===== src/rtl/ex_mem_reg.sv =====
// ---------------------------------------------------------------------------
// ex_mem_reg
//   EX/MEM pipeline register of the 5-stage CPU. Captures the execute-stage
//   ALU result, Zero flag, store data, destination register and MEM/WB
//   control bits, and presents them to the memory, write-back and
//   forwarding logic one cycle later. Supports hazard-unit stall (hold)
//   and flush (bubble), tracks a valid bit, and counts valid transfers.
//
// Parameters
//   DATA_W : width of ALU result and store data
//   REG_AW : register-file address width
//   CNT_W  : width of the valid-transfer counter
//
// Ports
//   clk_i          in   clock, rising edge active
//   rst_i          in   asynchronous active-low reset
//   stall_i        in   hold every register
//   flush_i        in   load a bubble (wins over stall_i)
//   valid_i        in   EX stage holds a real instruction
//   ALUResult_i    in   ALU result
//   Zero_i         in   ALU zero flag
//   RS2data_i      in   forwarded rs2 value (store data)
//   RDaddr_i       in   destination register
//   RegWrite_i     in   write-back enable
//   MemtoReg_i     in   WB selects memory data
//   MemRead_i      in   load
//   MemWrite_i     in   store
//   valid_o        out  MEM stage holds a real instruction
//   ALUResult_o    out  registered ALU result
//   Zero_o         out  registered zero flag
//   RS2data_o      out  registered store data
//   RDaddr_o       out  registered destination register
//   RegWrite_o     out  registered, qualified write-back enable
//   MemtoReg_o     out  registered MemtoReg
//   MemRead_o      out  registered, qualified load
//   MemWrite_o     out  registered, qualified store
//   xfer_cnt_o     out  number of valid instructions captured (wraps)
// ---------------------------------------------------------------------------
module ex_mem_reg #(
    parameter int DATA_W = 32,
    parameter int REG_AW = 5,
    parameter int CNT_W  = 32
) (
    input  logic              clk_i,
    input  logic              rst_i,
    input  logic              stall_i,
    input  logic              flush_i,
    input  logic              valid_i,
    input  logic [DATA_W-1:0] ALUResult_i,
    input  logic              Zero_i,
    input  logic [DATA_W-1:0] RS2data_i,
    input  logic [REG_AW-1:0] RDaddr_i,
    input  logic              RegWrite_i,
    input  logic              MemtoReg_i,
    input  logic              MemRead_i,
    input  logic              MemWrite_i,
    output logic              valid_o,
    output logic [DATA_W-1:0] ALUResult_o,
    output logic              Zero_o,
    output logic [DATA_W-1:0] RS2data_o,
    output logic [REG_AW-1:0] RDaddr_o,
    output logic              RegWrite_o,
    output logic              MemtoReg_o,
    output logic              MemRead_o,
    output logic              MemWrite_o,
    output logic [CNT_W-1:0]  xfer_cnt_o
);

    typedef enum logic {
        EMPTY = 1'b0,
        FULL  = 1'b1
    } state_t;

    state_t              state_q, state_d;
    logic [DATA_W-1:0]   alu_result_q, alu_result_d;
    logic                zero_q, zero_d;
    logic [DATA_W-1:0]   rs2_data_q, rs2_data_d;
    logic [REG_AW-1:0]   rd_addr_q, rd_addr_d;
    logic                reg_write_q, reg_write_d;
    logic                mem_to_reg_q, mem_to_reg_d;
    logic                mem_read_q, mem_read_d;
    logic                mem_write_q, mem_write_d;
    logic [CNT_W-1:0]    xfer_cnt_q, xfer_cnt_d;

    // Next-state selection. Everything defaults to holding its current value,
    // which is exactly the stall behaviour. A flush loads a full bubble (data
    // fields zeroed too, so stale values never leak to forwarding), and a
    // plain load captures the inputs with the control bits qualified: writes
    // to x0 are dropped, an invalid slot carries no side effects, and a
    // simultaneous load+store keeps only the store. Data fields load even for
    // an invalid slot since nothing downstream acts on them without control.
    always_comb begin
        state_d      = state_q;
        alu_result_d = alu_result_q;
        zero_d       = zero_q;
        rs2_data_d   = rs2_data_q;
        rd_addr_d    = rd_addr_q;
        reg_write_d  = reg_write_q;
        mem_to_reg_d = mem_to_reg_q;
        mem_read_d   = mem_read_q;
        mem_write_d  = mem_write_q;
        xfer_cnt_d   = xfer_cnt_q;

        if (flush_i) begin
            state_d      = EMPTY;
            alu_result_d = '0;
            zero_d       = 1'b0;
            rs2_data_d   = '0;
            rd_addr_d    = '0;
            reg_write_d  = 1'b0;
            mem_to_reg_d = 1'b0;
            mem_read_d   = 1'b0;
            mem_write_d  = 1'b0;
        end else if (!stall_i) begin
            state_d      = valid_i ? FULL : EMPTY;
            alu_result_d = ALUResult_i;
            zero_d       = Zero_i;
            rs2_data_d   = RS2data_i;
            rd_addr_d    = RDaddr_i;
            reg_write_d  = RegWrite_i & valid_i & (RDaddr_i != '0);
            mem_to_reg_d = MemtoReg_i;
            mem_read_d   = MemRead_i & valid_i & ~MemWrite_i;
            mem_write_d  = MemWrite_i & valid_i;
            if (valid_i) begin
                xfer_cnt_d = xfer_cnt_q + 1'b1;
            end
        end
    end

    // State register. Reset is asynchronous so the outputs clear immediately,
    // discarding anything held during a stall; the hazard unit re-issues.
    always_ff @(posedge clk_i or negedge rst_i) begin
        if (!rst_i) begin
            state_q      <= EMPTY;
            alu_result_q <= '0;
            zero_q       <= 1'b0;
            rs2_data_q   <= '0;
            rd_addr_q    <= '0;
            reg_write_q  <= 1'b0;
            mem_to_reg_q <= 1'b0;
            mem_read_q   <= 1'b0;
            mem_write_q  <= 1'b0;
            xfer_cnt_q   <= '0;
        end else begin
            state_q      <= state_d;
            alu_result_q <= alu_result_d;
            zero_q       <= zero_d;
            rs2_data_q   <= rs2_data_d;
            rd_addr_q    <= rd_addr_d;
            reg_write_q  <= reg_write_d;
            mem_to_reg_q <= mem_to_reg_d;
            mem_read_q   <= mem_read_d;
            mem_write_q  <= mem_write_d;
            xfer_cnt_q   <= xfer_cnt_d;
        end
    end

    assign valid_o     = (state_q == FULL);
    assign ALUResult_o = alu_result_q;
    assign Zero_o      = zero_q;
    assign RS2data_o   = rs2_data_q;
    assign RDaddr_o    = rd_addr_q;
    assign RegWrite_o  = reg_write_q;
    assign MemtoReg_o  = mem_to_reg_q;
    assign MemRead_o   = mem_read_q;
    assign MemWrite_o  = mem_write_q;
    assign xfer_cnt_o  = xfer_cnt_q;

endmodule


===== config.mk =====
export PLATFORM = sky130hd
export DESIGN_NAME = ex_mem_reg
export DESIGN_NICKNAME = d
export VERILOG_FILES = /design/src/rtl/ex_mem_reg.sv
export SDC_FILE = /design/constraint.sdc
export NUM_CORES = 1
export LEC_CHECK = 0
export CAP_MARGIN = 20
export CELL_PAD_IN_SITES_DETAIL_PLACEMENT = 0
export CELL_PAD_IN_SITES_GLOBAL_PLACEMENT = 1
export CORE_UTILIZATION = 29
export DETAILED_ROUTE_END_ITERATION = 16
export PLACE_DENSITY = 0.72
export SLEW_MARGIN = 10
export SYNTH_ARGS = -nofsm -noshare
export SYNTH_HDL_FRONTEND = slang
export SYNTH_SLANG_ARGS = --single-unit

===== constraint.sdc =====
create_clock -name clk_i -period 1.45 [get_ports clk_i]
set_input_delay 0.29 -clock clk_i [delete_from_list [all_inputs] [get_ports clk_i]]
set_output_delay 0.29 -clock clk_i [all_outputs]
set_load 0.01 [all_outputs]

==> impl_results.md <==
- Hold Fails Final Rpt: 0
- Vias in the first global route: 3,834
- Status: finished with violations
- Area grow syn2layout: 61.2%
- Setup Crit Path Kind: reg -> reg
- Met1 Usage GRT: 0.194
- IO buf count: 185
- Vias: 3,637
- Slew @ Worst Pin: 0.805 ns
- Drt wl/cell: 14.8 um
- Failing checks: negative setup slack
- Synth unique cells: 31
- Placer Congestion: 0.760
- Vias per Instance: 4.52
- Kind of cell adding the most delay to the critical path: simple AND/OR/NAND/NOR gates
- Setup crit end kind: flip-flop
- Die Area: 15,900 um2
- CTS tree: done
- Met3 Usage GRT: 0.0578
- Final Cycle Share: 1.02
- Unrepaired setup endpoints after global routing: true
- F_max: 0.674 GHz
- Met2 Use GR: 0.246
- Power Total: 0.00689 W
- Mapped Area: 4470 um2
- Hold_ws: 0.378 ns
- I/O Pins: 186
- Max Cap Viol: 0
- Crit path DAT: 1.75 ns
- Root Buffer: clkbuf_16
- Grt ovf: 0
- First-pass GRT wire length: 19.5 mm
- Worst Skew: 0.00725 ns
- Detail Route Antenna Nets: 0
- Largest net degree at the start of global routing: 77
- Dpl hpwl: 8.43 mm
- Clk Latency, worst-skew pair: 0.35 ns
- DR pass1 iterations: 4
- Fin crit period: 1.48 ns
- Final core occ: 0.476
- Seq/Total Area, Yosys: 0.599
- P_leak: 3.77 nW
- Ys Warns: 0
- Starting DRT DRC Count: 181
- Worst path max stage delay: 0.37 ns
- Final std cells w/o fill: 804
- Number of clock sinks: 107
- Peak VDD IR: 462 uV
- Layout cells sized above 1: 0.161
- GRT Util Overall: 0.156
- Synthesized area per cell: 11.9 um2
- CTS Buf Count: 9
- Critical path fanouts, max: 2
- Post-Place Worst Slack: -0.666 ns
- WP buf/inv: 2
- Core area: 15,100 um2
- CP Launch Type: flip-flop
- Max-slew violations: 0
- Gr busiest metal: met2
- DR DRC count: 0
- Pwr per Cell Area: 957 nW/um2
- Placed Cells: 769
- Worst-path cell chain: ha_2 -> nand3_2 -> buf_6 -> nor3_4 -> buf_4 -> and3_4 -> xor2_1
- Mapped Nets: 457
- Worst hold path type: in -> reg
- Setup Viol. Count Final: 9
- Initial antenna violation count: 0
- # diodes: 0
- Clk buf depth: 2
- Post-Syn Instances: 377
- FP Rows: 45
- Worst path slowest cell: dfrtp_1
- CTS H-tree depth: 3
- Final WS setup: -0.0345 ns
- Max-slew headroom: 0.463
- Nets: 691
- Die Span X: 126 um
- Post-Route WL: 11.9 mm
- Reg clk slew, reported paths: 0.07 ns
- Die H: 126 um
- Req. time, crit path: 1.72 ns
- Synth Register Bits: 107
- Starting density of the core: 0.295
==> worst min-delay path, cell delays in order <==
cell	delay [ns]
buf_4	0.08
or3b_4	0.14
buf_4	0.12
xnor2_1	0.06
==> cell usage after synthesis <==
library cell	number	area [um2]
dfrtp_1	107	2680
nor2_1	78	293
mux2i_1	71	711
xnor2_1	25	219
nand2_1	15	56.3
nand3_1	13	65.1
nand4_1	13	81.3
clkbuf_1	9	33.8
buf_2	6	30.0
xor2_1	6	52.6
inv_1	5	18.8
buf_1	3	11.3
nor3_1	3	15.0
nor4_1	3	18.8
a21oi_1	2	10.0
nor2b_1	2	12.5
nor3_4	2	32.5
a22oi_1	1	7.51
a32oi_1	1	8.76
and2_1	1	6.26
and3_1	1	6.26
and4_1	1	8.76
buf_6	1	11.3
ha_1	1	12.5
nand2b_1	1	6.26
nor4_2	1	12.5
nor4_4	1	21.3
o211ai_1	1	7.51
or2_2	1	6.26
or3b_1	1	8.76
or4_1	1	7.51
==> layout make-up <==
class / count / area [um2]
multi-input combinational: 246 / 1780
sequential: 107 / 2680
fill: 1431 / 7940
tap: 188 / 235
clock buffer: 12 / 256
inverter: 5 / 18.8
timing repair buffer: 242 / 2210
clock inverter: 4 / 25.0
==> per-layer routing <==
layer,vias to the layer above,part of all wire
met5,-,0
li1,1738,-
met2,145,0.46
met3,12,0.089
met4,0,0.016
met1,1742,0.44
==> layout by cell type, fill, tap and decap left out, drive strengths merged <==
| cell | instances |
|---|---|
| clkinv | 2 |
| or4 | 1 |
| clkdlybuf4s50 | 74 |
| nor4 | 5 |
| nand2b | 1 |
| or3b | 1 |
| nand2 | 15 |
| mux2i | 71 |
| a22oi | 1 |
| and2 | 1 |
| xnor2 | 25 |
| dfrtp | 107 |
| xor2 | 6 |
| or2 | 1 |
| clkbuf | 16 |
| inv | 5 |
| nor3 | 5 |
| nand3 | 13 |
| buf | 60 |
| nand4 | 13 |
| clkinvlp | 2 |
| a21oi | 2 |
| o211ai | 1 |
| a32oi | 1 |
| dlygate4sd2 | 93 |
| and4 | 1 |
| nor2 | 78 |
| dlygate4sd3 | 1 |
| clkdlybuf4s15 | 10 |
| and3 | 1 |
| nor2b | 2 |
| ha | 1 |
==> kinds of logic (layout without fill, tap and decap cells) <==
kind of cell / after synthesis / in the layout / synth area share
AOI/OAI and AO/OA: 5 / 5 / 0.00756
xor gates and xnor gates: 31 / 31 / 0.0608
adders and majority gates: 1 / 1 / 0.00280
buffers and inverters: 24 / 263 / 0.0235
DFF: 107 / 107 / 0.599
muxes: 71 / 71 / 0.159
and+or+nand+nor: 138 / 138 / 0.147
==> power breakdown <==
part           switching [W]  internal, W
Clock                0.00107      0.00125
Sequential          0.000111      0.00316
Combinational       0.000585     0.000715
Total                0.00176      0.00513
==> worst paths after layout <==
kind	from	to	slack (ns)	cells past startpoint
worst max register to register	xfer_cnt_o[1]	xfer_cnt_o[10]	-0.03	7
worst min register to register	xfer_cnt_o[31]	xfer_cnt_o[31]	0.47	1
min in group asynchronous	rst_i	xfer_cnt_o[14]	0.40	2
worst min-delay path	stall_i	xfer_cnt_o[0]	0.38	4
max in group asynchronous	rst_i	xfer_cnt_o[27]	0.53	3
worst max-delay path	xfer_cnt_o[1]	xfer_cnt_o[10]	-0.03	7
==> through the flow <==
step / TNS (ns) / instance area (um2)
3_5_place_dp: -20.02 / 6800
6_report: -0.112 / 7200
3_3_place_gp: -17.57 / 6800
4_1_cts: -0.240 / 7100
5_1_grt: -1.49 / 7200
2_1_floorplan: -2.65 / 4490
==> state kept, by name (all words and copies together), names as in the netlist <==
| name | count |
|---|---|
| RegWrite_o | 1 |
| RS2data_o | 32 |
| MemRead_o | 1 |
| valid_o | 1 |
| MemtoReg_o | 1 |
| ALUResult_o | 32 |
| Zero_o | 1 |
| xfer_cnt_o | 32 |
| RDaddr_o | 5 |
| MemWrite_o | 1 |
==> timing repair <==
| item | CTS | global route |
|---|---|---|
| setup buffers | 14 | 4 |
| hold endpoints to repair | 22 | 0 |
| cloned | 0 | 1 |
| gates resized for setup | 126 | 32 |
| endpoints found under the setup margin | 135 | 31 |
| hold buffers | 1 | 0 |
| pin swaps | 9 | 24 |
No activity file was read; power rests on OpenSTA's default activity.
